$ cat src/rtl/snes_joy_pkg.sv
// snes_joy_pkg: shared constants for the SNES joypad auto-read sequencer
// (state codes, default timing, button bit positions in the result word).
package snes_joy_pkg;

  localparam int JOY_NBITS    = 16;
  localparam int JOY_HALF_CYC = 64;

  typedef logic [2:0] joy_state_t;

  localparam joy_state_t ST_IDLE   = 3'd0;
  localparam joy_state_t ST_STROBE = 3'd1;
  localparam joy_state_t ST_SETTLE = 3'd2;
  localparam joy_state_t ST_CLK_LO = 3'd3;
  localparam joy_state_t ST_CLK_HI = 3'd4;

  // Button positions; the first bit shifted out of the pad lands in bit 15.
  localparam int BTN_B   = 15;
  localparam int BTN_Y   = 14;
  localparam int BTN_SEL = 13;
  localparam int BTN_ST  = 12;
  localparam int BTN_UP  = 11;
  localparam int BTN_DN  = 10;
  localparam int BTN_LT  = 9;
  localparam int BTN_RT  = 8;
  localparam int BTN_A   = 7;
  localparam int BTN_X   = 6;
  localparam int BTN_L   = 5;
  localparam int BTN_R   = 4;

endpackage

$ cat src/rtl/joy_phase_timer.sv
// joy_phase_timer: loadable down-counter; tc is high on the last cycle of a phase
// (a phase of N cycles is started by loading N-1).
module joy_phase_timer #(
  parameter int W = 7
) (
  input  logic         clk,
  input  logic         reset,
  input  logic         load,
  input  logic [W-1:0] load_val,
  output logic         tc
);

  logic [W-1:0] cnt;

  always_ff @(posedge clk or posedge reset) begin
    if (reset) begin
      cnt <= '0;
    end else if (load) begin
      cnt <= load_val;
    end else if (cnt != '0) begin
      cnt <= cnt - 1'b1;
    end
  end

  assign tc = (cnt == '0);

endmodule

$ cat src/rtl/snes_autojoy_seq.sv
// snes_autojoy_seq: SNES joypad auto-read sequencer with manual $4016 strobe/clock passthrough.
// Optional: define SNES_AUTOJOY_READ_COUNT_EN to add the read_count output.
module snes_autojoy_seq
  import snes_joy_pkg::*;
#(
  parameter int HALF_CYC = JOY_HALF_CYC,
  parameter int NBITS    = JOY_NBITS
) (
  input  logic             clk,
  input  logic             reset,
  input  logic             autojoy_en,
  input  logic             start,
  input  logic             manual_strb,
  input  logic             manual_clk,
  input  logic             joy1_di,
  input  logic             joy2_di,
  output logic             joy_strb,
  output logic             joy_clk,
  output logic             busy,
  output logic             done,
  output logic [NBITS-1:0] joy1_data,
  output logic [NBITS-1:0] joy2_data
`ifdef SNES_AUTOJOY_READ_COUNT_EN
  ,
  output logic [7:0]       read_count
`endif
);

  localparam int CW = $clog2(2 * HALF_CYC);
  localparam logic [CW-1:0] LEN_STROBE = CW'(2 * HALF_CYC - 1);
  localparam logic [CW-1:0] LEN_HALF   = CW'(HALF_CYC - 1);
  localparam logic [3:0]    LAST_BIT   = 4'(NBITS - 1);

  joy_state_t      state, state_nxt;
  logic            load, tc, sample, finish;
  logic [CW-1:0]   load_val;
  logic [3:0]      bit_cnt;
  logic [NBITS-1:0] sh1, sh2;

  joy_phase_timer #(.W(CW)) u_timer (
    .clk      (clk),
    .reset    (reset),
    .load     (load),
    .load_val (load_val),
    .tc       (tc)
  );

  always_comb begin
    state_nxt = state;
    load      = 1'b0;
    load_val  = LEN_HALF;
    sample    = 1'b0;
    finish    = 1'b0;
    case (state)
      ST_IDLE: begin
        if (start && autojoy_en) begin
          state_nxt = ST_STROBE;
          load      = 1'b1;
          load_val  = LEN_STROBE;
        end
      end
      ST_STROBE: begin
        if (tc) begin
          state_nxt = ST_SETTLE;
          load      = 1'b1;
        end
      end
      ST_SETTLE: begin
        if (tc) begin
          state_nxt = ST_CLK_LO;
          load      = 1'b1;
          sample    = 1'b1;
        end
      end
      ST_CLK_LO: begin
        if (tc) begin
          state_nxt = ST_CLK_HI;
          load      = 1'b1;
        end
      end
      ST_CLK_HI: begin
        if (tc) begin
          if (bit_cnt < LAST_BIT) begin
            state_nxt = ST_CLK_LO;
            load      = 1'b1;
            sample    = 1'b1;
          end else begin
            state_nxt = ST_IDLE;
            finish    = 1'b1;
          end
        end
      end
      default: state_nxt = ST_IDLE;
    endcase
  end

  // Pad lines are registered from the next state so they change with the state itself.
  always_ff @(posedge clk or posedge reset) begin
    if (reset) begin
      state     <= ST_IDLE;
      joy_strb  <= 1'b0;
      joy_clk   <= 1'b1;
      done      <= 1'b0;
      bit_cnt   <= '0;
      sh1       <= '0;
      sh2       <= '0;
      joy1_data <= '0;
      joy2_data <= '0;
    end else begin
      state <= state_nxt;
      done  <= finish;
      if (state == ST_IDLE && state_nxt == ST_STROBE) begin
        bit_cnt <= '0;
      end else if (state == ST_CLK_HI && sample) begin
        bit_cnt <= bit_cnt + 4'd1;
      end
      if (sample) begin
        sh1 <= {sh1[NBITS-2:0], ~joy1_di};
        sh2 <= {sh2[NBITS-2:0], ~joy2_di};
      end
      if (finish) begin
        joy1_data <= sh1;
        joy2_data <= sh2;
      end
      case (state_nxt)
        ST_IDLE: begin
          joy_strb <= manual_strb;
          joy_clk  <= manual_clk;
        end
        ST_STROBE: begin
          joy_strb <= 1'b1;
          joy_clk  <= 1'b1;
        end
        ST_CLK_LO: begin
          joy_strb <= 1'b0;
          joy_clk  <= 1'b0;
        end
        default: begin
          joy_strb <= 1'b0;
          joy_clk  <= 1'b1;
        end
      endcase
    end
  end

  assign busy = (state != ST_IDLE);

`ifdef SNES_AUTOJOY_READ_COUNT_EN
  always_ff @(posedge clk or posedge reset) begin
    if (reset) begin
      read_count <= '0;
    end else if (finish) begin
      read_count <= read_count + 8'd1;
    end
  end
`endif

endmodule

$ cat config.mk
export PLATFORM = sky130hd
export DESIGN_NAME = snes_autojoy_seq
export DESIGN_NICKNAME = d
export VERILOG_FILES = /design/src/rtl/snes_joy_pkg.sv /design/src/rtl/joy_phase_timer.sv /design/src/rtl/snes_autojoy_seq.sv
export SDC_FILE = /design/constraint.sdc
export NUM_CORES = 1
export LEC_CHECK = 0
export BUFFER_PORTS_ARGS = -buffer_cell sky130_fd_sc_hd__buf_4
export CORE_AREA = 2 2 83 85
export CTS_BUF_LIST = sky130_fd_sc_hd__clkbuf_2 sky130_fd_sc_hd__clkbuf_4 sky130_fd_sc_hd__clkbuf_8
export DETAILED_ROUTE_END_ITERATION = 8
export DIE_AREA = 0 0 85 87
export PLACE_DENSITY = 0.76
export SLEW_MARGIN = 10
export SYNTH_ARGS = -nofsm -noshare
export SYNTH_HDL_FRONTEND = slang
export SYNTH_HIERARCHICAL = 1
export SYNTH_SLANG_ARGS = --single-unit
$ cat constraint.sdc
create_clock -name clk -period 2.2 [get_ports clk]
set_clock_uncertainty 0.15 [all_clocks]
set_input_delay 0.33 -clock clk [delete_from_list [all_inputs] [get_ports clk]]
set_output_delay 0.33 -clock clk [all_outputs]
set_load 0.01 [all_outputs]
Yosys cells after proc, flatten, opt, wreduce, memory -nomap -nowiden:

Cells that the tools add are included.

* flip-flop bits (word level): 81
* input bits: 8
* output and inout bits: 36
* logic and storage cells: 56

* add/subtract/negate cells: 2
* $lt $le $gt $ge: 1
* eq/ne operators: 6
* muxes and demuxes: 24
* bitwise operators: 2
* reduce and logical (&&, ||, !) cells: 11

Operator list (number)
* two-way mux 7 bit: 4
* two-way mux 3 bit: 5
* one-hot mux 3 bit (5 select lines): 1
* equality test 3 x 2 -> 1 bit, second input constant: 3
* two-way mux 4 bit: 2
* logical NOT 7 bit: 1
* two-way mux 1 bit: 7
* nonzero test 7 bit: 1
* subtractor 7 x 1 -> 7 bit, second input constant: 1
* equality test 3 x 1 -> 1 bit, second input constant: 2
* logical NOT 3 bit: 2
* one-hot mux 1 bit (2 select lines): 3
* adder 4 x 1 -> 4 bit, second input constant: 1
* less-than comparator 4 bit, second input constant: 1
* nonzero test 2 bit: 2
* equality test 3 bit, second input constant: 1
* logical AND 1 bit: 3
* one-hot mux 1 bit (3 select lines): 1
* nonzero test 3 bit: 1
* OR reduction 3 bit: 1
* two-way mux 2 bit: 1
* NOT 1 bit: 2

Logic depth before layout (Yosys ltp):

Gate-level depths: netlist of run 1.

* depth in word-level cells: 7
* mapped depth: 10
* gate-level depth less buffers: 9

By module:

Netlist of run 1, hierarchy kept.

Modules (own cells, without submodules)
* snes_autojoy_seq: times used 1, cells an instance 197, area an instance 2940.3 sq um, sequential area each 1853.0 sq um
* joy_phase_timer: times used 1, cells an instance 47, area an instance 457.9 sq um, sequential area each 175.2 sq um

Worst setup path before layout of run 1:

Ideal clock, no wire load.

* kind: flip-flop to flip-flop
* start point: register u_timer.cnt[4]
* end point: register u_timer.cnt[0]
* library setup time: 0.135 ns
* arrival: 2.088 ns
* required time: 1.915 ns
* slack: -0.172 ns
* cell stages (with the launch flop): 8
* buffers on the path: 2
* period minus slack after synthesis: 2.372 ns
* cell sequence: dfrtp_1 or4_4 nor2_4 buf_2 a21oi_1 a21oi_1 clkbuf_1 o31ai_1

* word-level cells in the longest chain between the ends: 4
* elaborated cells between the ends (all ways): 7
* classes of those cells: mux: 4; reduce/logical: 3

Ends and longest elaborated chain
* start: declaration: line joy_phase_timer.sv:13 `logic [W-1:0] cnt;`
* start signal: assignment: line joy_phase_timer.sv:19 `cnt <= load_val;`
* start signal: assignment: line joy_phase_timer.sv:21 `cnt <= cnt - 1'b1;`
* logical NOT 7 bit *: line joy_phase_timer.sv:25 `assign tc = (cnt == '0);`
* net tc: line snes_autojoy_seq.sv:35 `logic load, tc, sample, finish;`
* two-way mux 1 bit (on tied branches)
* one-hot mux 1 bit (3 select lines) *: line snes_autojoy_seq.sv:54 `case (state)`
* net load: line snes_autojoy_seq.sv:35
* two-way mux 7 bit or nonzero test 2 bit (tied branches)

The timed path passes the listed nets; every way through them passes the cells marked *.
A chain may end at the register's enable or synchronous reset.

Worst setup path in the final report of run 1:

* start point: register u_timer.cnt[4]
* end point: register joy_clk

* word-level cells in the longest chain between the ends: 5
* elaborated cells between the ends (all ways): 9
* classes of those cells: eq/ne: 1; mux: 6; reduce/logical: 2

Ends and longest elaborated chain
* logical NOT 7 bit *: line joy_phase_timer.sv:25
* net tc: line snes_autojoy_seq.sv:35
* two-way mux 3 bit (on tied branches)
* one-hot mux 3 bit (5 select lines) *: line snes_autojoy_seq.sv:54
* net state_nxt[1]: line snes_autojoy_seq.sv:34 `joy_state_t state, state_nxt;`
* equality test 3 x 2 -> 1 bit or logical NOT 3 bit (tied branches): line snes_autojoy_seq.sv:125 `case (state_nxt)`
* one-hot mux 1 bit (2 select lines) *: line snes_autojoy_seq.sv:125
* end signal: assignment: line snes_autojoy_seq.sv:128 `joy_clk <= manual_clk;`
* end: declaration: line snes_autojoy_seq.sv:18 `output logic joy_clk,`

Marks and branches as above.

==> impl_metrics.json, run 1 <==
{
  "outcome": "finished with violations",
  "failing_checks": "negative setup slack",
  "count_of_final_hold_check_violations": 0,
  "crit_path_max_fanout": 4,
  "global_route.peak_usage_layer": "met2",
  "drt-vias-per-instance": 5.35,
  "grt_remaining_overflow": 0,
  "grtUsageMet3_pct": 6.54,
  "placed_area_um2": 3950,
  "worst_ir_drop_vdd_mv": 0.623,
  "finalCriticalPeriod_ns": 2.26,
  "post_synth_inst_count": 244,
  "number_of_global_route_vias_before_repair": 2163,
  "cp-startpoint": "u_timer/cnt[4]",
  "start_kind": "flip-flop",
  "cts_made_buffers": 9,
  "synth_xor_area_share_pct": 1.55,
  "buffer_ports.inserted": 43,
  "grt_start_max_net_pins": 36,
  "timing.final.max_slew_violations": 0,
  "cts.sinks": 81,
  "hold_depth": 2,
  "placedCellCount": 375,
  "cp-end-kind": "flip-flop",
  "synth_simple_gate_area_share_pct": 9.57,
  "die-height_um": 87,
  "grt_pass1_wl_mm": 10.3,
  "num_io_pins": 44,
  "p_per_area_nw_per_um2": 909,
  "cts_root_buf": "clkbuf_8",
  "total_number_of_placement_rows": 30,
  "cts_tree": "done",
  "rr_startpoint": "u_timer/cnt[4]",
  "fraction_of_the_mapped_netlist_area_in_compound_gates_pct": 4.49,
  "remaining_drc_errors": 0,
  "drt_pass1_iterations": 4,
  "clk_pin_slew_ns": 0.08,
  "die_w_um": 85,
  "synth-adder-area-share_pct": 1.10,
  "place.detailed.hpwl_mm": 3.91,
  "number_of_diodes": 0,
  "synth_seq_area_share_pct": 59.7,
  "worstSetupPathType": "flip-flop to flip-flop",
  "postSynth.asyncResetShare_pct": 100,
  "timing.slew.headroom_pct": 55.1,
  "worstRegToRegCells": 7,
  "cellLeakagePower_nw": 2.19,
  "leading_register_cell_type_out_of_synthesis": "dfrtp_1",
  "worst_hold_path.endpoint": "sh1[0]",
  "cts_htree_levels": 3,
  "detailedRoute.firstIterationViolations": 114,
  "synthesis_stage_register_bit_count": 81,
  "dominant_combinational_cell_family_by_area_after_synthesis": "multiplexers",
  "drive_above_1_share_pct": 45.6,
  "synth-edff-count": 0,
  "yosys_warnings": 6,
  "post-route-period-util_pct": 103,
  "fp.dieArea_um2": 7400,
  "grt_setup_unrepaired": "true",
  "via_count": 2129,
  "placement.setup.worst_slack_ns": -0.0167,
  "fin_ws_ns": -0.0646,
  "cts_buffer_depth": 2,
  "worstSkewPairLatency_ns": 0.35,
  "syn-mean-instance-area_um2": 13.9,
  "critical_path_required_ns": 2.31,
  "yosysUniqueCellTypes": 42,
  "maxClockFrequency_ghz": 0.442,
  "timing.max_cap.violations": 0,
  "nNetsFinal": 325,
  "met1_usage_pct": 23.4,
  "post_layout_nonfiller_instances": 398,
  "use_met2_pct": 27.4,
  "worstHoldStart": "joy1_di",
  "worst_hold_class": "input pin to flip-flop",
  "tightest_slew_ns": 0.672,
  "antenna_found_initial": 0,
  "start_util_pct": 51.7,
  "routabilityCongestion": 0.858,
  "setup_viol_count_final": 28,
  "globalRouteTotalUtil_pct": 17.9,
  "placeableCoreArea_um2": 6570,
  "setup.reg_to_reg.worst_slack_ns": -0.06,
  "post_layout_util_pct": 65.5,
  "yosys-mux-area-fraction_pct": 20.8,
  "layout.filler_cells": 474,
  "drtAntennaViolNets": 0,
  "layout.cell_area.non_filler_um2": 4300,
  "synthToLayoutAreaGrowth_pct": 26.5,
  "regToRegEndpoint": "joy_clk",
  "finalWirelength_mm": 6.28,
  "route.detailed.wl_per_inst_um": 15.8,
  "cp.arrival_ns": 2.38,
  "power.total_mw": 3.91,
  "netlist_area_um2": 3400
}
==> layer usage <==
metal | vias to the layer above | part of all wire, %
li1 | 994 | -
met1 | 1079 | 45
met2 | 46 | 49
met3 | 10 | 5.0
met4 | 0 | 1.5
met5 | - | 0
==> stage by stage <==
stage                     setup TNS (ns)  hold WS (ns)
after global placement                 0         0.169
after CTS                              0       0.00312
after floorplan                        0       -0.0166
final                             -0.590        0.0287
after detailed placement         -0.0167         0.173
after global routing               -2.38        0.0176
==> what timing repair did <==
| action | CTS | global route |
|---|---|---|
| cloned | 0 | 3 |
| pin swaps | 0 | 5 |
| setup endpoints to repair | 1 | 7 |
| buffers inserted | 0 | 3 |
| resized for setup | 1 | 2 |
| hold buffers | 1 | 1 |
| endpoints found under the hold margin | 33 | 1 |
==> sequential cells by signal, summed over array words and instances, names as in the netlist <==
signal and count:
joy1_data 16, joy2_data 16, sh1 16, sh2 16, u_timer/cnt 7, bit_cnt 4, state 3, done 1
joy_clk 1, joy_strb 1
==> synthesized netlist by cell type (2+ instances only) <==
library cell / count / area share, %
dfrtp_1: 80 / 59
mux2_2: 51 / 17
nand2_1: 15 / 1.7
mux2_1: 11 / 3.6
nor2_1: 8 / 0.88
a21oi_1: 7 / 1.0
buf_2: 6 / 0.88
inv_1: 5 / 0.55
o31ai_1: 5 / 1.1
nand3_1: 4 / 0.59
ha_1: 3 / 1.1
nand2b_1: 3 / 0.55
nor3_1: 3 / 0.44
o21ai_0: 3 / 0.44
xnor2_1: 3 / 0.77
xor2_1: 3 / 0.77
and3_1: 2 / 0.37
buf_4: 2 / 0.44
buf_6: 2 / 0.66
nand3b_1: 2 / 0.44
nand4_1: 2 / 0.37
nor2_4: 2 / 0.66
nor2b_1: 2 / 0.37
or3_4: 2 / 0.66
==> cells in the final DEF (no fill, tap or decap), types with 4 or more instances in the layout <==
master / synthesis / layout
inv_1: 5 / 4
nor2_1: 8 / 8
o31ai_1: 5 / 5
nand2_1: 15 / 15
conb_1: 1 / 6
buf_4: 2 / 56
clkbuf_8: 0 / 10
a21oi_1: 7 / 6
mux2_2: 51 / 51
mux2_1: 11 / 11
buf_12: 0 / 4
dfrtp_1: 80 / 80
==> power by group <==
part | total [mW] | leakage [nW] | internal [mW] | switching, mW
clock network | 1.21 | 0.113 | 0.674 | 0.535
registers | 1.82 | 1.09 | 1.65 | 0.162
logic | 0.884 | 0.988 | 0.447 | 0.438
total | 3.91 | 2.19 | 2.77 | 1.14
==> kinds of logic (layout without fill, tap and decap cells) <==
group | after synthesis | after routing
adder cells (fa/ha/maj) | 3 | 3
AO/OA/AOI/OAI | 22 | 22
other | 1 | 6
buffers and inverters | 16 | 85
AND/OR/NAND/NOR | 52 | 52
multiplexers | 63 | 63
XOR/XNOR | 6 | 6
flip-flops | 81 | 81
==> area by class of cell <==
cell class                      count  area, µm²  area share (%)
Inverter                            5       22.5           0.524
Tap cell                           80        100            2.33
Multi-Input combinational cell    152       1330            30.9
Timing Repair Buffer               65        596            13.8
Clock inverter                      5       86.3            2.01
Sequential cell                    81       2030            47.2
Clock buffer                       10        138            3.20
==> how the worst max path moves through the flow <==
stage	endpoint	slack, ns	cells after the start
after global routing	joy_clk	-0.16	7
final	joy_clk	-0.06	7
after detailed placement	bit_cnt[3]	-0.02	7
after CTS	joy_clk	0.03	7
after floorplan	joy_clk	0.02	8
after global placement	bit_cnt[3]	0.05	7
==> critical path: stages, from the launching register on <==
cell and delay [ns]:
dfrtp_1 0.39, or4_4 0.57, nor2_4 0.15, nand2b_1 0.12, a21oi_1 0.07, or3_4 0.41
nor4_4 0.25, a21oi_1 0.08
Power figures use the tool's default switching activity.
==> run 2: changes to the inputs <==
- GPL_TIMING_DRIVEN: default -> 0
==> impl_metrics.json, run 2 (synthesis gave the netlist of run 1 again) <==
{
  "outcome": "finished with violations",
  "failing_checks": "negative setup slack",
  "die_w_um": 85,
  "fin_ws_ns": -0.0298,
  "cts_tree": "done",
  "detailedRoute.firstIterationViolations": 70,
  "die-height_um": 87,
  "worstSkewPairLatency_ns": 0.34,
  "routabilityCongestion": 0.837,
  "p_per_area_nw_per_um2": 880,
  "cts_htree_levels": 3,
  "switching_share_pct": 29.9,
  "buffer_ports.inserted": 43,
  "cell_int_power_mw": 2.64,
  "grt_pass1_wl_mm": 10.1,
  "final_common_cell": "dfrtp_1",
  "nNetsFinal": 329,
  "tightest_slew_ns": 0.788,
  "timing.hold.ws_ns": 0.0242,
  "worst_hold_class": "input pin to flip-flop",
  "worst_hold_path.endpoint": "sh2[0]",
  "count_of_final_hold_check_violations": 0,
  "clk_pin_slew_ns": 0.09,
  "worstRegToRegCells": 8,
  "cp-end-kind": "flip-flop",
  "number_of_diodes": 0,
  "most-common-layout-cells": "dfrtp_1, buf_4, mux2_2",
  "placeableCoreArea_um2": 6570,
  "timing.final.max_slew_violations": 0,
  "cellLeakagePower_nw": 2.18,
  "grt_start_max_net_pins": 41,
  "place.detailed.hpwl_mm": 3.89,
  "start_kind": "flip-flop",
  "crit_path_max_fanout": 5,
  "critical_path_required_ns": 2.31,
  "maxClockFrequency_ghz": 0.448,
  "worstSetupPathType": "flip-flop to flip-flop",
  "clkPwrFrac_pct": 29.7,
  "post-route-period-util_pct": 101,
  "post_layout_util_pct": 65.2,
  "remaining_drc_errors": 0,
  "globalRouteTotalUtil_pct": 17.7,
  "drtAntennaViolNets": 0,
  "finalWirelength_mm": 5.90,
  "cts_buffer_depth": 2,
  "combinationalPowerShare_pct": 22.5,
  "synthToLayoutAreaGrowth_pct": 26.0,
  "start_util_pct": 51.7,
  "drt-vias-per-instance": 5.25,
  "grt_remaining_overflow": 0,
  "layout.filler_cells": 484,
  "route.detailed.wl_per_inst_um": 14.6,
  "finalCriticalPeriod_ns": 2.23,
  "num_io_pins": 44,
  "grt_setup_unrepaired": "true",
  "cts.sinks": 81,
  "antenna_found_initial": 0,
  "fp.dieArea_um2": 7400,
  "number_of_global_route_vias_before_repair": 2132,
  "cp.arrival_ns": 2.34,
  "net-switching-power_mw": 1.13,
  "timing.slew.headroom_pct": 47.4,
  "total_number_of_placement_rows": 30,
  "timing.max_cap.violations": 0,
  "p_seq_share_pct": 47.8,
  "setup_viol_count_final": 15,
  "cts_root_buf": "clkbuf_8",
  "hold_depth": 2,
  "setup.reg_to_reg.worst_slack_ns": -0.03,
  "cts_made_buffers": 9,
  "drive_above_1_share_pct": 49.5,
  "worstHoldStart": "joy2_di",
  "regToRegEndpoint": "joy_clk",
  "worst_ir_drop_vdd_mv": 0.603,
  "drt_pass1_iterations": 4,
  "via_count": 2116,
  "rr_startpoint": "u_timer/cnt[3]"
}
-- run 2: final cells by class --
class | instances | area [µm²] | share of cell area (%)
clock inverters | 6 | 73.8 | 1.72
multi-input cells | 152 | 1360 | 31.6
inverters | 5 | 22.5 | 0.526
flip-flops and latches | 81 | 2030 | 47.4
well taps | 80 | 100 | 2.34
repair buffers | 58 | 448 | 10.5
clock buffers | 10 | 138 | 3.21
plain buffers | 11 | 114 | 2.66
-- run 2: worst max-delay path by stage --
stage	start	end	slack, ns	cells past startpoint
6_report	u_timer/cnt[3]	joy_clk	-0.03	8
5_1_grt	u_timer/cnt[3]	joy_clk	-0.14	8
4_1_cts	u_timer/cnt[3]	joy_clk	-0.04	8
3_5_place_dp	u_timer/cnt[4]	joy2_data[7]	-0.21	6
3_3_place_gp	u_timer/cnt[4]	joy2_data[3]	-0.18	6
2_1_floorplan	u_timer/cnt[4]	joy_clk	0.02	8
-- run 2: per-layer routing --
layer  part of all wire, %  vias up  GRT usage, %
met5                     0        -             0
met4                   1.8        0          8.23
met3                   4.9        9          4.45
met2                    47       40          27.9
met1                    46     1056          23.2
li1                      -     1011             -
-- run 2: timing repair --
item	CTS	global route
resized for setup	11	12
endpoints found under the hold margin	17	0
hold buffers	1	0
pin swaps	2	1
setup endpoints to repair	66	60
setup buffers	8	4
gates cloned	1	0
-- run 2: worst max-delay path, cell delays in order, from the launching register on --
cell	delay (ns)
dfrtp_2	0.41
or4_4	0.56
nor2_4	0.13
buf_6	0.14
nand2b_1	0.12
a21oi_2	0.06
or3_4	0.39
nor4_4	0.13
a21oi_1	0.06
-- run 2: metrics by stage --
stage | std cells | power [mW] | TNS, ns | area (µm²) | setup WS [ns]
5_1_grt | 403 | 4.00 | -2.64 | 4280 | -0.135
4_1_cts | 399 | 3.77 | -0.282 | 4200 | -0.0374
3_5_place_dp | 373 | 2.57 | -10.54 | 3880 | -0.211
2_1_floorplan | 249 | 2.39 | 0 | 3440 | 0.0236
3_3_place_gp | 372 | 2.53 | -8.95 | 3860 | -0.182
6_report | 403 | 3.77 | -0.125 | 4280 | -0.0298
-- run 2: power by group through the flow --
| stage | registers, mW | clock network [mW] | logic (mW) |
|---|---|---|---|
| floorplan | 1.83 | 0 | 0.565 |
| global placement | 1.85 | 0 | 0.685 |
| detailed placement | 1.86 | 0 | 0.715 |
| CTS | 1.80 | 1.15 | 0.816 |
| global route | 1.83 | 1.23 | 0.953 |
| finish | 1.80 | 1.12 | 0.847 |
